--- src/rtl/msdap_pkg.sv ---
// Shared MSDAP loader constants, state encoding and rj_sum saturating adder.
package msdap_pkg;

   localparam int unsigned WORD_W        = 16;
   localparam int unsigned RJ_DEPTH      = 16;
   localparam int unsigned COEFF_DEPTH   = 512;
   localparam int unsigned RJ_AW         = 4;
   localparam int unsigned COEFF_AW      = 9;
   localparam int unsigned COEFF_FIELD_W = 9;
   localparam int unsigned BIT_CNT_W     = 4;
   localparam int unsigned RJ_IDX_W      = 5;
   localparam int unsigned COEFF_IDX_W   = 10;
   localparam int unsigned SUM_W         = 10;

   typedef enum logic [2:0] {
      IDLE,
      WAIT_FRAME,
      SHIFT,
      WRITE,
      DONE
   } loader_state_e;

   // Adds one rj field into the running sum, clamping at the coefficient memory depth.
   function automatic logic [SUM_W-1:0] sat_add(input logic [SUM_W-1:0]         sum,
                                                input logic [COEFF_FIELD_W-1:0] field);
      logic [SUM_W:0] t;
      t = (SUM_W+1)'(sum) + (SUM_W+1)'(field);
      return (t > (SUM_W+1)'(COEFF_DEPTH)) ? SUM_W'(COEFF_DEPTH) : SUM_W'(t);
   endfunction

endpackage

--- src/rtl/serial_word_shifter.sv ---
// MSB-first serial-to-parallel shifter with bit counter and frame resync.
// FRAME_CHECK_EN: report resyncs and missing frames at word boundaries on err_c.
module serial_word_shifter
   import msdap_pkg::*;
(
   input  logic              clk,
   input  logic              rst_n,
   input  logic              clear,
   input  logic              enable,
   input  logic              wait_frame,
   input  logic              bit_valid,
   input  logic              in_bit,
   input  logic              frame,
   output logic [WORD_W-1:0] word_c,
   output logic              word_ready_c,
   output logic              miss_c,
   output logic              err_c
);

   logic [WORD_W-1:0]    sreg_q, sreg_d;
   logic [BIT_CNT_W-1:0] cnt_q, cnt_d;

   always_comb begin
      sreg_d       = sreg_q;
      cnt_d        = cnt_q;
      word_ready_c = 1'b0;
      miss_c       = 1'b0;
      err_c        = 1'b0;
      word_c       = {sreg_q[WORD_W-2:0], in_bit};
      if (clear) begin
         sreg_d = '0;
         cnt_d  = '0;
      end else if (enable && bit_valid) begin
         if (wait_frame) begin
            if (frame) begin
               sreg_d = WORD_W'(in_bit);
               cnt_d  = BIT_CNT_W'(1);
            end
         end else if (cnt_q == '0) begin
`ifdef FRAME_CHECK_EN
            if (!frame) begin
               miss_c = 1'b1;
               err_c  = 1'b1;
            end else begin
               sreg_d = WORD_W'(in_bit);
               cnt_d  = BIT_CNT_W'(1);
            end
`else
            sreg_d = WORD_W'(in_bit);
            cnt_d  = BIT_CNT_W'(1);
`endif
         end else if (frame) begin
            // Mid-word frame: drop the partial word and restart on this bit.
            sreg_d = WORD_W'(in_bit);
            cnt_d  = BIT_CNT_W'(1);
`ifdef FRAME_CHECK_EN
            err_c  = 1'b1;
`endif
         end else if (cnt_q == BIT_CNT_W'(WORD_W-1)) begin
            word_ready_c = 1'b1;
            sreg_d       = word_c;
            cnt_d        = '0;
         end else begin
            sreg_d = word_c;
            cnt_d  = cnt_q + BIT_CNT_W'(1);
         end
      end
   end

   always_ff @(posedge clk) begin
      if (!rst_n) begin
         sreg_q <= '0;
         cnt_q  <= '0;
      end else begin
         sreg_q <= sreg_d;
         cnt_q  <= cnt_d;
      end
   end

endmodule

--- src/rtl/coeff_loader.sv ---
// Loads rj words then sum(rj) coefficient words from the serial config stream.
// FRAME_CHECK_EN: enables the sticky frame_err resync/missing-frame flag.
module coeff_loader
   import msdap_pkg::*;
(
   input  logic                Sclk,
   input  logic                Reset_n,
   input  logic                start,
   input  logic                bit_valid,
   input  logic                in_bit,
   input  logic                frame,
   output logic [WORD_W-1:0]   in_data,
   output logic                rj_we,
   output logic [RJ_AW-1:0]    rj_addr,
   output logic                write_enable,
   output logic [COEFF_AW-1:0] coeffwrite,
   output logic                busy,
   output logic                load_done,
   output logic                frame_err
);

   loader_state_e          state_q, state_d;
   logic [WORD_W-1:0]      in_data_q, in_data_d;
   logic                   rj_we_q, rj_we_d;
   logic [RJ_AW-1:0]       rj_addr_q, rj_addr_d;
   logic                   write_enable_q, write_enable_d;
   logic [COEFF_AW-1:0]    coeffwrite_q, coeffwrite_d;
   logic                   busy_q, busy_d;
   logic                   load_done_q, load_done_d;
   logic                   frame_err_q, frame_err_d;
   logic [RJ_IDX_W-1:0]    rj_idx_q, rj_idx_d;
   logic [COEFF_IDX_W-1:0] coeff_idx_q, coeff_idx_d;
   logic [SUM_W-1:0]       rj_sum_q, rj_sum_d;

   logic              rj_phase_c, finish_c, shift_en_c, clear_c, wait_frame_c;
   logic [WORD_W-1:0] word_c;
   logic              word_ready_c, miss_c, err_c;

   // Sequence ends once all rj words are in and coeff writes reached the target.
   assign rj_phase_c   = rj_idx_q < RJ_IDX_W'(RJ_DEPTH);
   assign finish_c     = !rj_phase_c && (COEFF_IDX_W'(coeff_idx_q) >= COEFF_IDX_W'(rj_sum_q));
   assign shift_en_c   = (state_q == WAIT_FRAME) || (state_q == SHIFT) ||
                         ((state_q == WRITE) && !finish_c);
   assign clear_c      = (state_q == IDLE);
   assign wait_frame_c = (state_q == WAIT_FRAME);

   serial_word_shifter u_shifter (
      .clk          (Sclk),
      .rst_n        (Reset_n),
      .clear        (clear_c),
      .enable       (shift_en_c),
      .wait_frame   (wait_frame_c),
      .bit_valid    (bit_valid),
      .in_bit       (in_bit),
      .frame        (frame),
      .word_c       (word_c),
      .word_ready_c (word_ready_c),
      .miss_c       (miss_c),
      .err_c        (err_c)
   );

   always_comb begin
      state_d        = state_q;
      in_data_d      = in_data_q;
      rj_we_d        = 1'b0;
      rj_addr_d      = rj_addr_q;
      write_enable_d = 1'b0;
      coeffwrite_d   = coeffwrite_q;
      busy_d         = busy_q;
      load_done_d    = 1'b0;
      frame_err_d    = frame_err_q | err_c;
      rj_idx_d       = rj_idx_q;
      coeff_idx_d    = coeff_idx_q;
      rj_sum_d       = rj_sum_q;
      case (state_q)
         IDLE: begin
            if (start) begin
               state_d      = WAIT_FRAME;
               busy_d       = 1'b1;
               rj_addr_d    = '0;
               coeffwrite_d = '0;
               rj_idx_d     = '0;
               coeff_idx_d  = '0;
               rj_sum_d     = '0;
               frame_err_d  = 1'b0;
            end
         end
         WAIT_FRAME: begin
            if (bit_valid && frame) state_d = SHIFT;
         end
         SHIFT: begin
            if (word_ready_c) begin
               state_d   = WRITE;
               in_data_d = word_c;
               if (rj_phase_c) begin
                  rj_we_d   = 1'b1;
                  rj_addr_d = rj_idx_q[RJ_AW-1:0];
                  rj_idx_d  = rj_idx_q + RJ_IDX_W'(1);
                  rj_sum_d  = sat_add(rj_sum_q, word_c[COEFF_FIELD_W-1:0]);
               end else begin
                  write_enable_d = 1'b1;
                  coeffwrite_d   = coeff_idx_q[COEFF_AW-1:0];
                  coeff_idx_d    = coeff_idx_q + COEFF_IDX_W'(1);
               end
            end else if (miss_c) begin
               state_d = WAIT_FRAME;
            end
         end
         WRITE: begin
            if (finish_c) begin
               state_d     = DONE;
               load_done_d = 1'b1;
               busy_d      = 1'b0;
            end else if (miss_c) begin
               state_d = WAIT_FRAME;
            end else begin
               state_d = SHIFT;
            end
         end
         DONE: begin
            state_d = IDLE;
         end
         default: begin
            state_d = IDLE;
         end
      endcase
   end

   always_ff @(posedge Sclk) begin
      if (!Reset_n) begin
         state_q        <= IDLE;
         in_data_q      <= '0;
         rj_we_q        <= 1'b0;
         rj_addr_q      <= '0;
         write_enable_q <= 1'b0;
         coeffwrite_q   <= '0;
         busy_q         <= 1'b0;
         load_done_q    <= 1'b0;
         frame_err_q    <= 1'b0;
         rj_idx_q       <= '0;
         coeff_idx_q    <= '0;
         rj_sum_q       <= '0;
      end else begin
         state_q        <= state_d;
         in_data_q      <= in_data_d;
         rj_we_q        <= rj_we_d;
         rj_addr_q      <= rj_addr_d;
         write_enable_q <= write_enable_d;
         coeffwrite_q   <= coeffwrite_d;
         busy_q         <= busy_d;
         load_done_q    <= load_done_d;
         frame_err_q    <= frame_err_d;
         rj_idx_q       <= rj_idx_d;
         coeff_idx_q    <= coeff_idx_d;
         rj_sum_q       <= rj_sum_d;
      end
   end

   assign in_data      = in_data_q;
   assign rj_we        = rj_we_q;
   assign rj_addr      = rj_addr_q;
   assign write_enable = write_enable_q;
   assign coeffwrite   = coeffwrite_q;
   assign busy         = busy_q;
   assign load_done    = load_done_q;
   assign frame_err    = frame_err_q;

endmodule

--- config.mk ---
export PLATFORM = sky130hd
export DESIGN_NAME = coeff_loader
export DESIGN_NICKNAME = d
export VERILOG_FILES = /design/src/rtl/msdap_pkg.sv /design/src/rtl/serial_word_shifter.sv /design/src/rtl/coeff_loader.sv
export SDC_FILE = /design/constraint.sdc
export NUM_CORES = 1
export LEC_CHECK = 0
export ABC_AREA = 1
export CORE_ASPECT_RATIO = 1.75
export CORE_MARGIN = 1
export CORE_UTILIZATION = 50
export CTS_CLUSTER_SIZE = 14
export DETAILED_ROUTE_END_ITERATION = 12
export PLACE_DENSITY = 0.84
export SYNTH_ARGS = -nofsm -noshare
export SYNTH_HDL_FRONTEND = slang
export SYNTH_SLANG_ARGS = --single-unit
--- constraint.sdc ---
create_clock -name Sclk -period 2.3 [get_ports Sclk]
set_input_delay 0.46 -clock Sclk [delete_from_list [all_inputs] [get_ports Sclk]]
set_output_delay 0.46 -clock Sclk [all_outputs]
set_load 0.005 [all_outputs]
==> results of run 1 <==
[worst paths after layout]
| check | end | start | cells after the start | slack, ns |
|---|---|---|---|---|
| setup reg to reg | coeff_idx_q[8] | rj_sum_q[2] | 15 | 0.03 |
| hold / removal | in_data[15] | in_data[15] | 2 | 0.45 |
| hold reg to reg | in_data[15] | in_data[15] | 2 | 0.45 |
| setup / recovery | coeff_idx_q[8] | rj_sum_q[2] | 15 | 0.03 |
[cell usage in the layout, fill, tap and decap left out, drive strengths merged, types with 2 or more instances in the layout]
master,netlist,routed
nand2,153,153
nor2,136,136
inv,91,93
dfxtp,80,80
a21oi,63,63
buf,13,46
clkdlybuf4s50,0,37
nand3,24,24
ha,23,23
o21ai,22,22
nand4,14,14
clkbuf,14,14
nor3,12,12
nor3b,4,4
a211oi,4,4
clkinv,2,3
xor2,2,2
nand3b,2,2
bufinv,0,2
[kinds of logic after synthesis]
| kind of cell | after synthesis | share of synthesized area [%] |
|---|---|---|
| fa+ha+maj | 24 | 7.06 |
| other cells | 1 | 0.0860 |
| flops | 80 | 36.7 |
| xor+xnor | 3 | 0.603 |
| simple gates | 345 | 33.0 |
| compound gates | 95 | 11.6 |
| buf+inv | 120 | 10.9 |
[per-layer routing]
| metal | track usage [%] | up-vias |
|---|---|---|
| li1 | - | 2257 |
| met1 | 26.0 | 2143 |
| met2 | 48.5 | 205 |
| met3 | 3.79 | 72 |
| met4 | 15.7 | 0 |
| met5 | 0 | - |
[layout make-up]
cell class	count	area [µm²]	share of cell area [%]
inverters	93	349	6.02
clock buffers	10	229	3.95
multi-input cells	468	2510	43.2
clock inverters	6	90.1	1.55
well taps	115	144	2.48
repair buffers	87	865	14.9
flip-flops and latches	80	1610	27.8
[flip-flops by register name (all words and copies together) (netlist names)]
name,count
rj_sum_q,10
state_q,3
busy,1
coeff_idx_q,10
load_done,1
u_shifter.sreg_q,15
rj_idx_q,5
in_data,16
rj_addr,4
rj_we,1
coeffwrite,9
u_shifter.cnt_q,4
write_enable,1
[critical path, stage by stage (launching register included)]
cell and delay [ns]:
dfxtp_1 0.36, inv_1 0.08, ha_1 0.28, nand2_1 0.06, nor2_1 0.17, nand3_2 0.11, nand3_2 0.11, nand2_1 0.06
nand2_1 0.07, nand2_2 0.08, nand3_2 0.08, nand2_4 0.08, nand3_2 0.10, buf_12 0.18, nand2_1 0.10, a21oi_1 0.23
[metrics by stage]
stage          setup TNS [ns]  hold WS, ns  area (µm²)
2_1_floorplan               0        0.440        4360
3_5_place_dp            -5.64        0.443        5050
5_1_grt                 -2.04        0.471        5800
3_3_place_gp            -4.96        0.435        5050
4_1_cts                     0        0.452        5400
6_report                    0        0.449        5800
[what timing repair did]
item	CTS	global route
buffers inserted	2	9
resized for setup	8	62
cloned	0	6
pin swaps	3	22
setup endpoints to repair	26	46
[power groups by stage]
stage | combinational (mW) | sequential [mW] | clock, mW
after global routing | 4.90 | 2.04 | 1.62
after CTS | 3.45 | 1.95 | 1.56
after floorplan | 2.34 | 1.93 | 0
after global placement | 3.22 | 1.96 | 0
final | 4.54 | 2.01 | 1.55
after detailed placement | 3.36 | 1.97 | 0
==> results.tsv, run 1 <==
metric	value	unit
CP max FO	30	
crit start category	flop	
share of layout cells above drive strength 1	17.9	%
Psw	3.48	mW
required time of the critical path	2.55	ns
chip width	72.6	µm
Boundary Pins	40	
row count	44	
routability cong.	0.909	
Antenna Violating Nets Remaining	0	
Crit path arrival time	2.52	ns
grt ovf	0	
HP Class	flop to flop	
VDD IR-drop max	0.691	mV
top routing layer in use	met4	
fmax	440	MHz
final setup skew	0.0104	ns
PwrDens	1400	nW/µm²
Final Slew Violations	0	
post-synthesis sequential area ratio	36.7	%
HPWL after detailed placement	8090	µm
Initial Utilization	52.1	%
LEAKAGE	2.57	nW
combinational share of power	56.0	%
synth cell count leaders	nand2_1, nor2_1, inv_1, dfxtp_1, a21oi_1	
routed len/inst	14.9	µm
pin count of the biggest net entering global routing	39	
part of the cycle the worst path needs	98.9	%
Sequential Power Share	24.8	%
CTS Hold Buffers Added	0	
Ys Warns	0	
M1 wire length	4590	µm
Placeable Area	8370	µm²
syn avg cell area	6.53	µm²
via count	4677	
Clock transition at path regs	0.06	ns
gr usage total	26.0	%
Max Buffers Root-to-Sink	2	
Worst setup EP type	flop	
Vias/cell	5.44	
endpoints failing hold	0	
clock share of power	19.2	%
most common cell in the synthesized netlist	nand2_1	
Post-synth EDFFs	0	
syn nets	698	
status	finished clean	
met2 routed WL	6940	µm
Gate Count Post-Synth	668	
top_reg_cell synth	dfxtp_1	
Layout area overhead	33.0	%
Final Non-Filler Cells	859	
area share of the largest cell type after synthesis	36.7	%
Final Power	8.10	mW
H-tree depth	3	
Die Ht	126	µm
fill cell count	649	
worst skew pair latency	0.35	ns
crit path kind	flop to flop	
met3 WL	570	µm
CTS buffer count	9	
Slew @ Worst Pin	0.650	ns
synth unique cells	36	
Final Util	69.3	%
final setup fails	0	
slew margin rel.	56.6	%
min Tclk post-route	2.27	ns
Int Power	4.62	mW
register bit total from synthesis	80	
Pre-antenna DRT Iters	5	
vias in the first global route	4216	
CTS Sinks	80	
RSZ-0062 raised after global routing	yes	
Routed WL	12800	µm
PortBufs	38	
Nets	769	
fraction of registers with async set or reset after synthesis	0	%
Place WS	-0.621	ns
maxcap violations	0	
first-pass GRT wire length	18400	µm
die area	9110	µm²
drt drc	0	
CTS tree	done	
Synth Cell Area	4360	µm²
initial antenna violation count	0	
Placed Cells	826	
Ant. Diodes	0	
Root Driver	clkbuf_16	
initial DRC count	473	
most area-consuming cells after synthesis	dfxtp_1, nand2_1, nor2_1, inv_1, a21oi_1	
setup slack after layout	0.0258	ns
sw frac	42.9	%
post-synth top area cell	dfxtp_1	
(Power assumes the default switching activity.)
==> run 2: changes to the inputs <==
CAP_MARGIN = 10   (was unset)
==> results of run 2 <==
Same layout as run 1: the final DEF is identical, and so are final timing and power.
==> run 3: changes to the inputs <==
CTS_CLUSTER_SIZE = 30   (was 14)
PLACE_DENSITY = 0.81   (was 0.84)
SETUP_SLACK_MARGIN = 0.05   (was unset)
clock period = 2.6 ns   (was 2.3 ns; I/O delays follow)
==> run 3 against run 2 <==
Against the previous run:
- sequential cell count unchanged
- routed wire length decreased by 16%
- sequential power fell by 12%
- cell count down 3.4%
- maximum frequency decreased by 1.0%
- combinational power is 35% lower
==> results.tsv, run 3 (synthesis gave the netlist of run 1 again) <==
metric	value	unit
most frequent cells in the layout	nand2_1, nor2_1, inv_1, dfxtp_1, a21oi_1	
CTS buffer count	9	
LEAKAGE	2.40	nW
initial antenna violation count	0	
Layout area overhead	21.9	%
WP buf/inv	2	
crit start category	flop	
slew margin rel.	64.1	%
vias in the first global route	4111	
VDD IR-drop max	0.508	mV
Slew @ Worst Pin	0.537	ns
final setup skew	0.00704	ns
Max Buffers Root-to-Sink	2	
required time of the critical path	2.83	ns
delay-heaviest family, CP	simple AND/OR/NAND/NOR gates	
Final Util	63.5	%
Pre-antenna DRT Iters	5	
part of the cycle the worst path needs	88.4	%
Crit path arrival time	2.53	ns
setup total negative slack	0	ns
Die Ht	126	µm
Boundary Pins	40	
initial DRC count	263	
H-tree depth	3	
fill cell count	769	
crit path max-delay cell type	dfxtp_1	
maxcap violations	0	
pin count of the biggest net entering global routing	39	
Placeable Area	8370	µm²
worst r2r path cells	14	
CP max FO	37	
max reg flops	16	
Vias/cell	5.15	
crit path kind	flop to flop	
first-pass GRT wire length	17900	µm
grt ovf	0	
Routed WL	10800	µm
Initial Utilization	52.1	%
die area	9110	µm²
worst hold slack	0.456	ns
CTS tree	done	
row count	44	
Ant. Diodes	0	
crit-path cells	inv_1 > ha_1 > a21o_1 > nor2_1 > nand3_2 > nand2_1 > nand2_1 > nand2_2 > nand3_1 > nand2_4 > nand3_4 > buf_12 > a21oi_1 > nor2_1	
Placement Cell Area	4940	µm²
via count	4273	
RSZ-0062 raised after global routing	no	
Antenna Violating Nets Remaining	0	
Root Driver	clkbuf_16	
hold path cells	2	
most common cell after layout, fill and taps aside	nand2_1	
share of layout cells above drive strength 1	7.13	%
CTS Sinks	80	
Nets	741	
drt drc	0	
status	finished clean	
HPWL after detailed placement	7810	µm
routed len/inst	13.0	µm
fmax	435	MHz
worst skew pair latency	0.34	ns
HP Class	flop to flop	
final setup fails	0	
endpoints failing hold	0	
path length in cells of the critical path	14	
Worst setup EP type	flop	
largest stage delay on the critical path	0.36	ns
Final Cell Area	5310	µm²
Final Power	6.14	mW
Clock transition at path regs	0.06	ns
routability cong.	0.880	
PwrDens	1160	nW/µm²
PortBufs	38	
Final Slew Violations	0	
chip width	72.6	µm
gr usage total	25.3	%
min Tclk post-route	2.30	ns
==> run 3: cell count changes in the layout (fill, tap and decap cells not counted), moves of 10 or more <==
| cell | delta |
|---|---|
| nand2_1 | +13 |
| buf_4 | -19 |
| a21oi_1 | +10 |
| a21oi_2 | -10 |
| nand2_2 | -13 |
==> run 3: timing repair <==
| action | 4_1_cts | 5_1_grt |
|---|---|---|
| hold buffers | 0 | 0 |
| setup endpoints to repair | 8 | 30 |
| gates cloned | 0 | 0 |
| buffers inserted | 0 | 2 |
| endpoints found under the hold margin | 0 | 0 |
| resized for setup | 1 | 6 |
| pin swaps | 0 | 3 |
==> run 3: layout make-up <==
cell class,count,area (µm²),share of cell area (%)
Clock buffer,9,225,4.24
Tap cell,115,144,2.71
Sequential cell,80,1600,30.2
Inverter,93,349,6.57
Timing Repair Buffer,59,578,10.9
Clock inverter,6,115,2.17
Multi-Input combinational cell,468,2300,43.3
==> run 3: final timing paths <==
| kind | slack [ns] | startpoint | endpoint |
|---|---|---|---|
| setup / recovery | 0.30 | rj_sum_q[9] | rj_sum_q[5] |
| hold / removal | 0.46 | in_data[15] | in_data[15] |
| setup reg to reg | 0.30 | rj_sum_q[9] | rj_sum_q[5] |
| hold reg to reg | 0.46 | in_data[15] | in_data[15] |
==> run 3: routing by layer <==
layer / global-route usage [%] / up-vias / wire [µm]
li1: - / 2188 / -
met1: 24.3 / 1960 / 4180
met2: 46.7 / 94 / 5830
met3: 5.48 / 31 / 281
met4: 15.9 / 0 / 510
met5: 0 / - / 0
==> run 3: power breakdown <==
group	switching, mW	internal (mW)
clock	0.515	0.939
sequential	0.245	1.51
combinational	1.79	1.14
total	2.55	3.59
==> run 3: worst reg2reg max path, stage by stage (launching register included) <==
cell     delay, ns
dfxtp_1       0.36
inv_1         0.10
ha_1          0.30
a21o_1        0.19
nor2_1        0.15
nand3_2       0.12
nand2_1       0.07
nand2_1       0.06
nand2_2       0.10
nand3_1       0.11
nand2_4       0.14
nand3_4       0.08
buf_12        0.19
a21oi_1       0.17
nor2_1        0.06
==> run 3: metrics by stage <==
step / cells / setup WS (ns)
finish: 830 / 0.302
global route: 830 / 0.0842
CTS: 828 / 0.0790
detailed placement: 813 / -0.323
global placement: 813 / -0.266
floorplan: 668 / 0.372
